**src/rtl/ternary_word_sequencer.sv**
```systemverilog
// Serial ternary word unit: one shared min/max/consensus/any gate applied trit by trit,
// either element-wise across two words or as an ascending-order fold of one word.
module ternary_word_sequencer #(
  parameter int unsigned TRITS = 4
) (
  input  logic               clk,
  input  logic               rst,
  input  logic               in_valid,
  output logic               in_ready,
  input  logic [2:0]         op,
  input  logic [2*TRITS-1:0] a,
  input  logic [2*TRITS-1:0] b,
  output logic               out_valid,
  input  logic               out_ready,
  output logic [2*TRITS-1:0] result,
  output logic               err
);

  localparam int unsigned W  = 2 * TRITS;
  localparam int unsigned IW = $clog2(TRITS);
  localparam logic [IW-1:0] LAST = IW'(TRITS - 1);

  typedef enum logic [1:0] {IDLE, RUN, DONE} state_t;

  state_t          state_q, state_d;
  logic [IW-1:0]   index_q, index_d;
  logic [W-1:0]    a_q, a_d, b_q, b_d;
  logic [W-1:0]    result_q, result_d;
  logic [2:0]      op_q, op_d;
  logic [1:0]      acc_q, acc_d;
  logic            err_q, err_d;

  logic [1:0]      a_trit, b_trit, lhs, rhs, g;
  logic            bad, err_n;

  function automatic logic [1:0] gate(input logic [1:0] fop, input logic [1:0] x,
                                      input logic [1:0] y);
    logic [1:0] r;
    r = 2'd1;
    case (fop)
      2'b00:   r = (x < y) ? x : y;
      2'b01:   r = (x > y) ? x : y;
      2'b10:   r = (x == y) ? x : 2'd1;
      default: begin
        if (x == y)        r = x;
        else if (x == 2'd1) r = y;
        else if (y == 2'd1) r = x;
        else               r = 2'd1;
      end
    endcase
    return r;
  endfunction

  always_comb begin
    a_trit = a_q[{index_q, 1'b0} +: 2];
    b_trit = b_q[{index_q, 1'b0} +: 2];
    lhs    = op_q[2] ? acc_q  : a_trit;
    rhs    = op_q[2] ? a_trit : b_trit;
    g      = gate(op_q[1:0], lhs, rhs);
    bad    = (a_trit == 2'b11) || (!op_q[2] && (b_trit == 2'b11));
    err_n  = err_q | bad;
  end

  always_comb begin
    state_d  = state_q;
    index_d  = index_q;
    a_d      = a_q;
    b_d      = b_q;
    op_d     = op_q;
    acc_d    = acc_q;
    result_d = result_q;
    err_d    = err_q;
    case (state_q)
      IDLE: begin
        if (in_valid) begin
          a_d      = a;
          b_d      = b;
          op_d     = op;
          result_d = '0;
          acc_d    = a[1:0];
          // In reduce mode trit 0 seeds the accumulator, so its validity is judged here.
          err_d    = op[2] && (a[1:0] == 2'b11);
          index_d  = op[2] ? IW'(1) : '0;
          state_d  = RUN;
        end
      end
      RUN: begin
        err_d   = err_n;
        index_d = index_q + IW'(1);
        if (op_q[2]) acc_d = g;
        else         result_d[{index_q, 1'b0} +: 2] = g;
        if (index_q == LAST) begin
          state_d = DONE;
          index_d = '0;
          if (op_q[2]) begin
            result_d      = '0;
            result_d[1:0] = g;
          end
          if (err_n) result_d = '0;
        end
      end
      DONE: begin
        if (out_ready) state_d = IDLE;
      end
      default: state_d = IDLE;
    endcase
  end

  always_ff @(posedge clk or posedge rst) begin
    if (rst) begin
      state_q  <= IDLE;
      index_q  <= '0;
      a_q      <= '0;
      b_q      <= '0;
      op_q     <= '0;
      acc_q    <= '0;
      result_q <= '0;
      err_q    <= 1'b0;
    end else begin
      state_q  <= state_d;
      index_q  <= index_d;
      a_q      <= a_d;
      b_q      <= b_d;
      op_q     <= op_d;
      acc_q    <= acc_d;
      result_q <= result_d;
      err_q    <= err_d;
    end
  end

  assign in_ready  = (state_q == IDLE);
  assign out_valid = (state_q == DONE);
  assign result    = result_q;
  assign err       = err_q;

endmodule
```
**config.mk**
```make
export PLATFORM = sky130hd
export DESIGN_NAME = ternary_word_sequencer
export DESIGN_NICKNAME = d
export VERILOG_FILES = /design/src/rtl/ternary_word_sequencer.sv
export SDC_FILE = /design/constraint.sdc
export NUM_CORES = 1
export LEC_CHECK = 0
export CORE_MARGIN = 8
export CORE_UTILIZATION = 45
export CTS_CLUSTER_SIZE = 12
export DETAILED_ROUTE_END_ITERATION = 12
export PLACE_DENSITY = 0.69
export SYNTH_ARGS = -nofsm -noshare
export SYNTH_HDL_FRONTEND = slang
export SYNTH_SLANG_ARGS = --single-unit
```
**constraint.sdc**
```tcl
create_clock -name clk -period 6.3 [get_ports clk]
set_input_delay 1.26 -clock clk [delete_from_list [all_inputs] [get_ports clk]]
set_output_delay 1.26 -clock clk [all_outputs]
set_load 0.02 [all_outputs]
```
==> impl_metrics.json, run 1 <==
{
  "grt_pass1_vias": 1742,
  "timing.rr.start": "index_q[0]",
  "relSlewSlack": 0.524,
  "synth.cell_area_um2": 2120,
  "hpwlAfterDp_mm": 3.47,
  "grt_max_degree": 35,
  "synthArstFlopShare": 1.00,
  "die_x_um": 84.6,
  "cts-root-buf": "clkbuf_8",
  "clk_latency_ns": 0.28,
  "die_h_um": 84.6,
  "cp_max_fo": 14,
  "final_core_util": 0.552,
  "cp.arrival_ns": 3.76,
  "synth-xor-area-share": 0,
  "endpoint_kind": "flip-flop",
  "overflow": 0,
  "min_period_over_period": 0.570,
  "cap_violations": 0,
  "grt_pass1_wl_mm": 8.16,
  "syn_area_per_cell_um2": 8.86,
  "post_drt_via_cell_ratio": 5.39,
  "clock_sinks": 34,
  "synth_warnings": 0,
  "htreeDepth": 2,
  "hold_end": "a_q[2]",
  "synthCells": 239,
  "synth-edff-count": 0,
  "setup_tns_ns": 0,
  "grtUsageTotal": 0.138,
  "power_switching_uw": 684,
  "clock_skew_ns": 0.00791,
  "rows": 25,
  "place.gp.congestion": 0.839,
  "p_leak_nw": 1.20,
  "peakVddDrop_mv": 0.250,
  "dr.pass1.iters": 4,
  "nFillCells": 449,
  "r2r_cells": 10,
  "min_period_ns": 3.59,
  "cp.required_ns": 6.47,
  "p_int_uw": 770,
  "drive_gt1_frac": 0.0778,
  "swShare": 0.471,
  "power_frac_clock": 0.104,
  "muxShareOfSynthArea": 0.0774,
  "rsz0062_at_grt": "false",
  "synth-compound-area-share": 0.187,
  "cts_tree": "yes",
  "final_net_count": 303,
  "synthAdderAreaFrac": 0.0591,
  "syn_nets": 272,
  "cts_buffer_depth": 2,
  "worstHoldPathType": "reg -> reg",
  "antenna_found_initial": 0,
  "fmax_mhz": 278,
  "drc": 0,
  "numCtsBuffers": 5,
  "synth_top_family_by_area": "simple AND/OR/NAND/NOR gates",
  "wire_per_inst_um": 14.0,
  "placement.io_buffers": 33,
  "tightest_slew_ns": 0.712,
  "min_path_cells": 2,
  "status": "completed",
  "routed-via-count": 1746,
  "seq_power_share": 0.281,
  "ys.flop_type": "dfrtp_1",
  "routed_wl_mm": 4.54,
  "core-area_um2": 4630,
  "timing.rr.end": "result[4]",
  "hp-start": "a_q[2]",
  "finalSetupViolCount": 0,
  "drt.antenna.violating_nets": 0,
  "clkTransAtPathRegs_ns": 0.07,
  "die_area_um2": 7160,
  "ios": 34,
  "cts_resized": 0,
  "area_growth_pct": 20.6,
  "comb_power_share": 0.614,
  "slew_violations": 0,
  "timing.reg2reg.setup_slack_ns": 2.71,
  "synth.distinct_cells": 51,
  "cts_hold_buf": 0,
  "layout_common_cells": "nand2_1 (73), dfrtp_1 (34), clkdlybuf4s50_1 (33)",
  "power_density_nw_per_um2": 570,
  "yosysSeqAreaShare": 0.402,
  "start_util": 0.458,
  "critPathLaunchType": "flip-flop",
  "yosys.area_share.simple": 0.228,
  "worst-setup-path-type": "reg -> reg",
  "drt_iter0_markers": 123,
  "n_antenna_cell": 0,
  "final_common_cell": "nand2_1",
  "hold_viol_final": 0,
  "yosys_register_bits": 34,
  "post-cts-setup-buffers": 0
}
==> worst max-delay path: stages (launching register included) <==
cell	delay, ns
dfrtp_1	0.68
mux4_2	0.65
nand2_1	0.09
a21boi_0	0.34
ha_1	0.34
o21bai_1	0.36
mux2i_1	0.24
mux2i_1	0.09
a221oi_1	0.35
a21oi_1	0.13
a22o_1	0.22
==> worst max path at each step <==
stage,startpoint,end,slack [ns],cells after the start
after floorplan,index_q[0],result[0],3.17,11
after global placement,index_q[0],result[4],2.87,10
after detailed placement,index_q[0],result[4],2.75,10
after CTS,index_q[0],result[4],2.72,10
after global routing,index_q[0],result[4],2.40,10
final,index_q[0],result[4],2.71,10
==> cells by family (layout without fill, tap and decap cells) <==
| kind of cell | Yosys count | in the layout |
|---|---|---|
| mux | 10 | 10 |
| simple gates | 111 | 111 |
| compound gates | 51 | 51 |
| fa+ha+maj | 10 | 10 |
| buf+inv | 23 | 54 |
| flops | 34 | 34 |
==> power groups by stage <==
stage | clock [mW] | combinational [mW] | sequential [mW]
2_1_floorplan | 0 | 0.756 | 0.370
3_3_place_gp | 0 | 0.881 | 0.412
3_5_place_dp | 0 | 0.892 | 0.413
4_1_cts | 0.157 | 0.898 | 0.409
5_1_grt | 0.166 | 1.01 | 0.428
6_report | 0.152 | 0.893 | 0.409
==> per-layer routing <==
metal,track usage,wire (um),vias to the layer above
li1,-,-,887
met1,0.187,2260,815
met2,0.211,2070,42
met3,0.0351,191,2
met4,0.0388,19,0
met5,0,0,-
==> registers in the layout (all words and copies together), names as in the netlist <==
signal and flops:
state_q 2, result 8, op_q 3, index_q 2, err 1, b_q 8, acc_q 2, a_q 8
==> synth_stat cells, drive strengths merged, types with 2 or more instances <==
cell | n | share of area
a211o | 2 | 0.0089
a211oi | 2 | 0.0071
a21boi | 2 | 0.0071
a21o | 2 | 0.0077
a21oi | 5 | 0.014
a221oi | 2 | 0.0083
a22o | 4 | 0.017
and2 | 2 | 0.0059
and2b | 2 | 0.0071
buf | 5 | 0.015
clkbuf | 5 | 0.0089
dfrtp | 34 | 0.40
ha | 10 | 0.059
inv | 13 | 0.023
mux2 | 2 | 0.011
mux2i | 4 | 0.019
mux4 | 4 | 0.048
nand2 | 73 | 0.13
nand2b | 4 | 0.012
nor2 | 12 | 0.021
nor2b | 7 | 0.021
nor3 | 3 | 0.0071
nor4 | 2 | 0.0059
o211ai | 2 | 0.0071
o21ai | 10 | 0.025
o21ba | 3 | 0.014
o22ai | 5 | 0.015
o2bb2ai | 2 | 0.0083
o311ai | 2 | 0.012
or2b | 2 | 0.0077
or3 | 2 | 0.0059
==> area by class of cell <==
class	instances	area [um2]	area share
clock buffer	6	72.6	0.0284
clock inverter	1	7.51	0.00294
inverter	13	48.8	0.0191
multi-input combinational	182	1170	0.458
sequential	34	851	0.333
tap	54	67.6	0.0265
timing repair buffer	34	338	0.132
==> per-stage QoR <==
step | hold slack, ns | cell area [um2] | total power, mW | setup WS, ns | std cells
5_1_grt | 0.511 | 2550 | 1.61 | 2.40 | 324
3_3_place_gp | 0.455 | 2470 | 1.29 | 2.87 | 317
4_1_cts | 0.478 | 2550 | 1.46 | 2.72 | 324
2_1_floorplan | 0.437 | 2120 | 1.13 | 3.17 | 239
3_5_place_dp | 0.460 | 2470 | 1.31 | 2.75 | 317
6_report | 0.471 | 2550 | 1.45 | 2.71 | 324
(Power assumes the default switching activity.)
==> run 2: changes to the inputs <==
==> constraint.sdc (replaced) <==
create_clock -name clk -period 3.7 [get_ports clk]
set_input_delay 0.74 -clock clk [delete_from_list [all_inputs] [get_ports clk]]
set_output_delay 0.74 -clock clk [all_outputs]
set_load 0.02 [all_outputs]
==> run 2 against run 1 <==
Clock power grew 87%. Die area is the same. Sequential power grew 62%. Non-clock buffer count grew 5. Clock skew is 0.0032 ns lower. Final cell count is 1.9% higher. Largest power group unchanged. Worst setup slack worse by 2.5 ns. Critical path type unchanged.
==> impl_metrics.json, run 2 (same netlist as run 1, synthesis figures left out) <==
{
  "die_x_um": 84.6,
  "postLayoutSetupSlackWorst_ns": 0.245,
  "timing.reg2reg.setup_slack_ns": 0.24,
  "ios": 34,
  "placement.io_buffers": 33,
  "finalSetupViolCount": 0,
  "cp-endpoint": "result[4]",
  "hold_viol_final": 0,
  "pre_cts_ws_ns": 0.266,
  "dr.pass1.iters": 4,
  "clock_sinks": 34,
  "cts_tree": "yes",
  "min_period_over_period": 0.934,
  "grtUsageTotal": 0.141,
  "area_growth_pct": 22.9,
  "grt_pass1_vias": 1690,
  "final_net_count": 308,
  "drive_gt1_frac": 0.0978,
  "cp.required_ns": 3.88,
  "core-area_um2": 4630,
  "cts_buffer_depth": 2,
  "peakVddDrop_mv": 0.355,
  "drt.antenna.violating_nets": 0,
  "post-cts-setup-buffers": 0,
  "layout_common_cells": "nand2_1 (73), dfrtp_1 (34), clkdlybuf4s50_1 (33)",
  "relSlewSlack": 0.502,
  "place_inst": 322,
  "hpwlAfterDp_mm": 3.58,
  "cp_max_fo": 10,
  "antenna_found_initial": 0,
  "power_density_nw_per_um2": 988,
  "htreeDepth": 2,
  "p_total_mw": 2.57,
  "routed-via-count": 1794,
  "cts_hold_buf": 0,
  "numCtsBuffers": 5,
  "overflow": 0,
  "nFillCells": 442,
  "final_core_util": 0.562,
  "clkTransAtPathRegs_ns": 0.07,
  "slew_violations": 0,
  "grt_max_degree": 35,
  "drc": 0,
  "critPathLaunchType": "flip-flop",
  "r2r_cells": 10,
  "cts_resized": 0,
  "worstHoldPathType": "reg -> reg",
  "wire_per_inst_um": 14.4,
  "cts-root-buf": "clkbuf_8",
  "fmax_mhz": 289,
  "status": "completed",
  "rows": 25,
  "cap_violations": 0,
  "tightest_slew_ns": 0.746,
  "p_leak_nw": 1.24,
  "timing.rr.end": "result[4]",
  "endpoint_kind": "flip-flop",
  "die_h_um": 84.6,
  "setup_tns_ns": 0,
  "final_common_cell": "nand2_1",
  "place.gp.congestion": 0.862,
  "stdcell_count": 330,
  "die_area_um2": 7160,
  "drt_iter0_markers": 97,
  "grt_pass1_wl_mm": 8.26,
  "start_util": 0.458,
  "min_period_ns": 3.46,
  "n_antenna_cell": 0,
  "worst-setup-path-type": "reg -> reg",
  "routed_wl_mm": 4.76,
  "post_drt_via_cell_ratio": 5.44,
  "clock_skew_ns": 0.00468,
  "timing.rr.start": "index_q[0]",
  "crit_start": "index_q[0]",
  "cp.arrival_ns": 3.63,
  "rsz0062_at_grt": "false",
  "clk_latency_ns": 0.28
}
run 2: cell types whose count changed in the layout (fill, tap and decap cells not counted):
cell        previous run  this run
buf_4                  1         6
clkbuf_8               5         6
clkinv_2               0         1
clkinvlp_4             1         0
run 2: critical path, stage by stage, from the launching register on:
cell	delay, ns
dfrtp_1	0.56
mux4_2	0.63
nand2_1	0.09
a21boi_0	0.33
ha_1	0.34
o21bai_1	0.35
mux2i_1	0.23
mux2i_1	0.09
a221oi_1	0.36
a21oi_1	0.12
a22o_1	0.23
run 2: worst min-delay path by stage:
stage	startpoint	to	slack, ns	cells past startpoint
after global placement	a_q[2]	a_q[2]	0.46	2
after global routing	a_q[1]	a_q[1]	0.50	2
after CTS	a_q[2]	a_q[2]	0.48	2
final	a_q[2]	a_q[2]	0.47	2
after floorplan	a_q[2]	a_q[2]	0.44	2
after detailed placement	a_q[2]	a_q[2]	0.46	2
run 2: cell type report:
type                       instances  area, um2  share of cell area
clock inverter                     1       5.00             0.00192
tap                               54       67.6              0.0260
clock buffer                       7       86.3              0.0332
timing repair buffer              39        375               0.144
inverter                          13       48.8              0.0187
multi-input combinational        182       1170               0.449
sequential                        34        851               0.327
run 2: per-stage QoR:
| step | hold WS [ns] | cell area, um2 |
|---|---|---|
| finish | 0.472 | 2600 |
| global route | 0.502 | 2600 |
| CTS | 0.478 | 2600 |
| detailed placement | 0.460 | 2510 |
| global placement | 0.457 | 2510 |
| floorplan | 0.437 | 2120 |
run 2: power by group:
part	total (mW)	leakage, nW	switching, mW	internal (mW)
clock	0.284	0.0482	0.134	0.150
sequential	0.664	0.431	0.141	0.523
combinational	1.62	0.760	0.924	0.699
run 2: per-layer routing:
layer	track usage	routed length, um
met3	0.0380	266
met1	0.195	2330
met4	0.0485	73
met2	0.205	2090
met5	0	0
==> run 3: changes to the inputs <==
--- a/config.mk
+++ b/config.mk
@@ -10,6 +10,7 @@
 export CTS_CLUSTER_SIZE = 12
 export DETAILED_ROUTE_END_ITERATION = 12
 export PLACE_DENSITY = 0.69
+export SLEW_MARGIN = 20
 export SYNTH_ARGS = -nofsm -noshare
 export SYNTH_HDL_FRONTEND = slang
 export SYNTH_SLANG_ARGS = --single-unit
==> results of run 3 <==
Same layout as run 2: the final DEF is identical, and so are final timing and power.
==> variant: new RTL, settings of run 3 <==
`TRITS`: 4 -> 8.
--- a/src/rtl/ternary_word_sequencer.sv
+++ b/src/rtl/ternary_word_sequencer.sv
@@ -1,7 +1,7 @@
 // Serial ternary word unit: one shared min/max/consensus/any gate applied trit by trit,
 // either element-wise across two words or as an ascending-order fold of one word.
 module ternary_word_sequencer #(
-  parameter int unsigned TRITS = 4
+  parameter int unsigned TRITS = 8
 ) (
   input  logic               clk,
   input  logic               rst,
Interface: changed (resized a, b and result); port bits go from 34 to 58. No check against the original RTL was run, so the function may have changed too.
==> variant against run 3 <==
Wire length rose by 66%. Clock skew rose by 0.0071 ns. Utilization rose by 2.1 points. Sequential cell count rose by 25. Final area rose by 59%. Worst setup slack improved by 0.089 ns. Global-route usage rose by 2.7 points. Area after synthesis rose by 52%. Power rose by 69%. Clock power rose by 120%. Die area rose by 42%. Worst hold slack improved by 0.0025 ns. Count of clock-buffer cells in the layout rose by 6. Largest cell class unchanged. Largest power group unchanged.
==> variant: results (changes against run 3) <==
Total Wirelength=7.90 mm (+66%); Unique masters post-synth=55 (+7.8%); mux contribution to synthesized area=6.63% (-1.1 points); Post-synth top cells=nand2_1, dfrtp_1, inv_1, o22ai_1; Gate Count Post-Synth=366 (+53%); Worst Reg-to-Reg Cells=13 (+3); Initial DRC Count=91 (-6.2%); Post-Route Skew=0.0118 ns (+0.00711 ns); hold_ws=0.474 ns (+0.00248 ns); DP Area=3900 sq um (+55%); placed insts=513 (+59%); pre-CTS WS=0.152 ns (-0.114 ns); H-tree Lvls=3 (+1); signal buffers share of area=15.4% (+0.99 points); largest net degree at the start of global routing=46 (+31%); Hold Path Origin=b_q[13]; global-route wire length before repair=13.5 mm (+64%); xor and xnor area share after synthesis=0.271% (+0.27 points); status=finished clean; Slew HR=50.3% (+0.20 points); syn_nets=413 (+52%); Pleak=1.88 nW (+52%); sequential-to-total area share from yosys stat=45.7% (+5.6 points); Compound-Gate Fraction of Synth Area=13.8% (-4.9 points); vias in the first global route=2896 (+71%); FF-to-FF End=result[10]; multi-input gates=264 (+45%); GR Util All Layers=16.8% (+2.7 points); met3 routed WL=339 um (+27%); DRT met1 WL=3.61 mm (+55%); GR Util met3=4.01% (+0.20 points); Clock buffer cells=13 (+6); GPL Wtd Cong=0.871 (+1.0%); VDD IR max=0.402 mV (+13%); fraction of area in multi-input gates=38.5% (-6.4 points); Worst Hold End=b_q[13]; Die ar.=10100 sq um (+42%); clk_lat worst skew=0.34 ns (+0.06 ns); synth top area cells=dfrtp_1, nand2_1, o22ai_1; Clock buf/inv share=5.14% (+1.6 points); R2R Setup Slk=0.33 ns (+0.09 ns)
==> variant: cell count changes after synthesis, sizes merged, moves of 4 or more <==
cell           run 3  this run
nand2             73       116
dfrtp             34        59
o22ai              5        18
inv               13        25
a21oi              5        16
clkbuf             5        15
nand3              1         7
nand4b             0         4
==> variant: power breakdown <==
part           total [W]  internal, W  switching, W
clock network   0.000631     0.000368      0.000264
logic            0.00259      0.00109       0.00149
registers        0.00114     0.000927      0.000210
total            0.00435      0.00239       0.00197
==> variant: worst max-delay path by stage <==
stage / to / start / cells after the start / slack [ns]
after floorplan: result[0] / index_q[0] / 13 / 0.52
after global placement: result[1] / index_q[0] / 14 / 0.15
after detailed placement: result[7] / index_q[0] / 14 / 0.15
after CTS: result[7] / index_q[0] / 14 / 0.15
after global routing: result[1] / index_q[0] / 14 / 0.08
final: result[10] / index_q[0] / 13 / 0.33
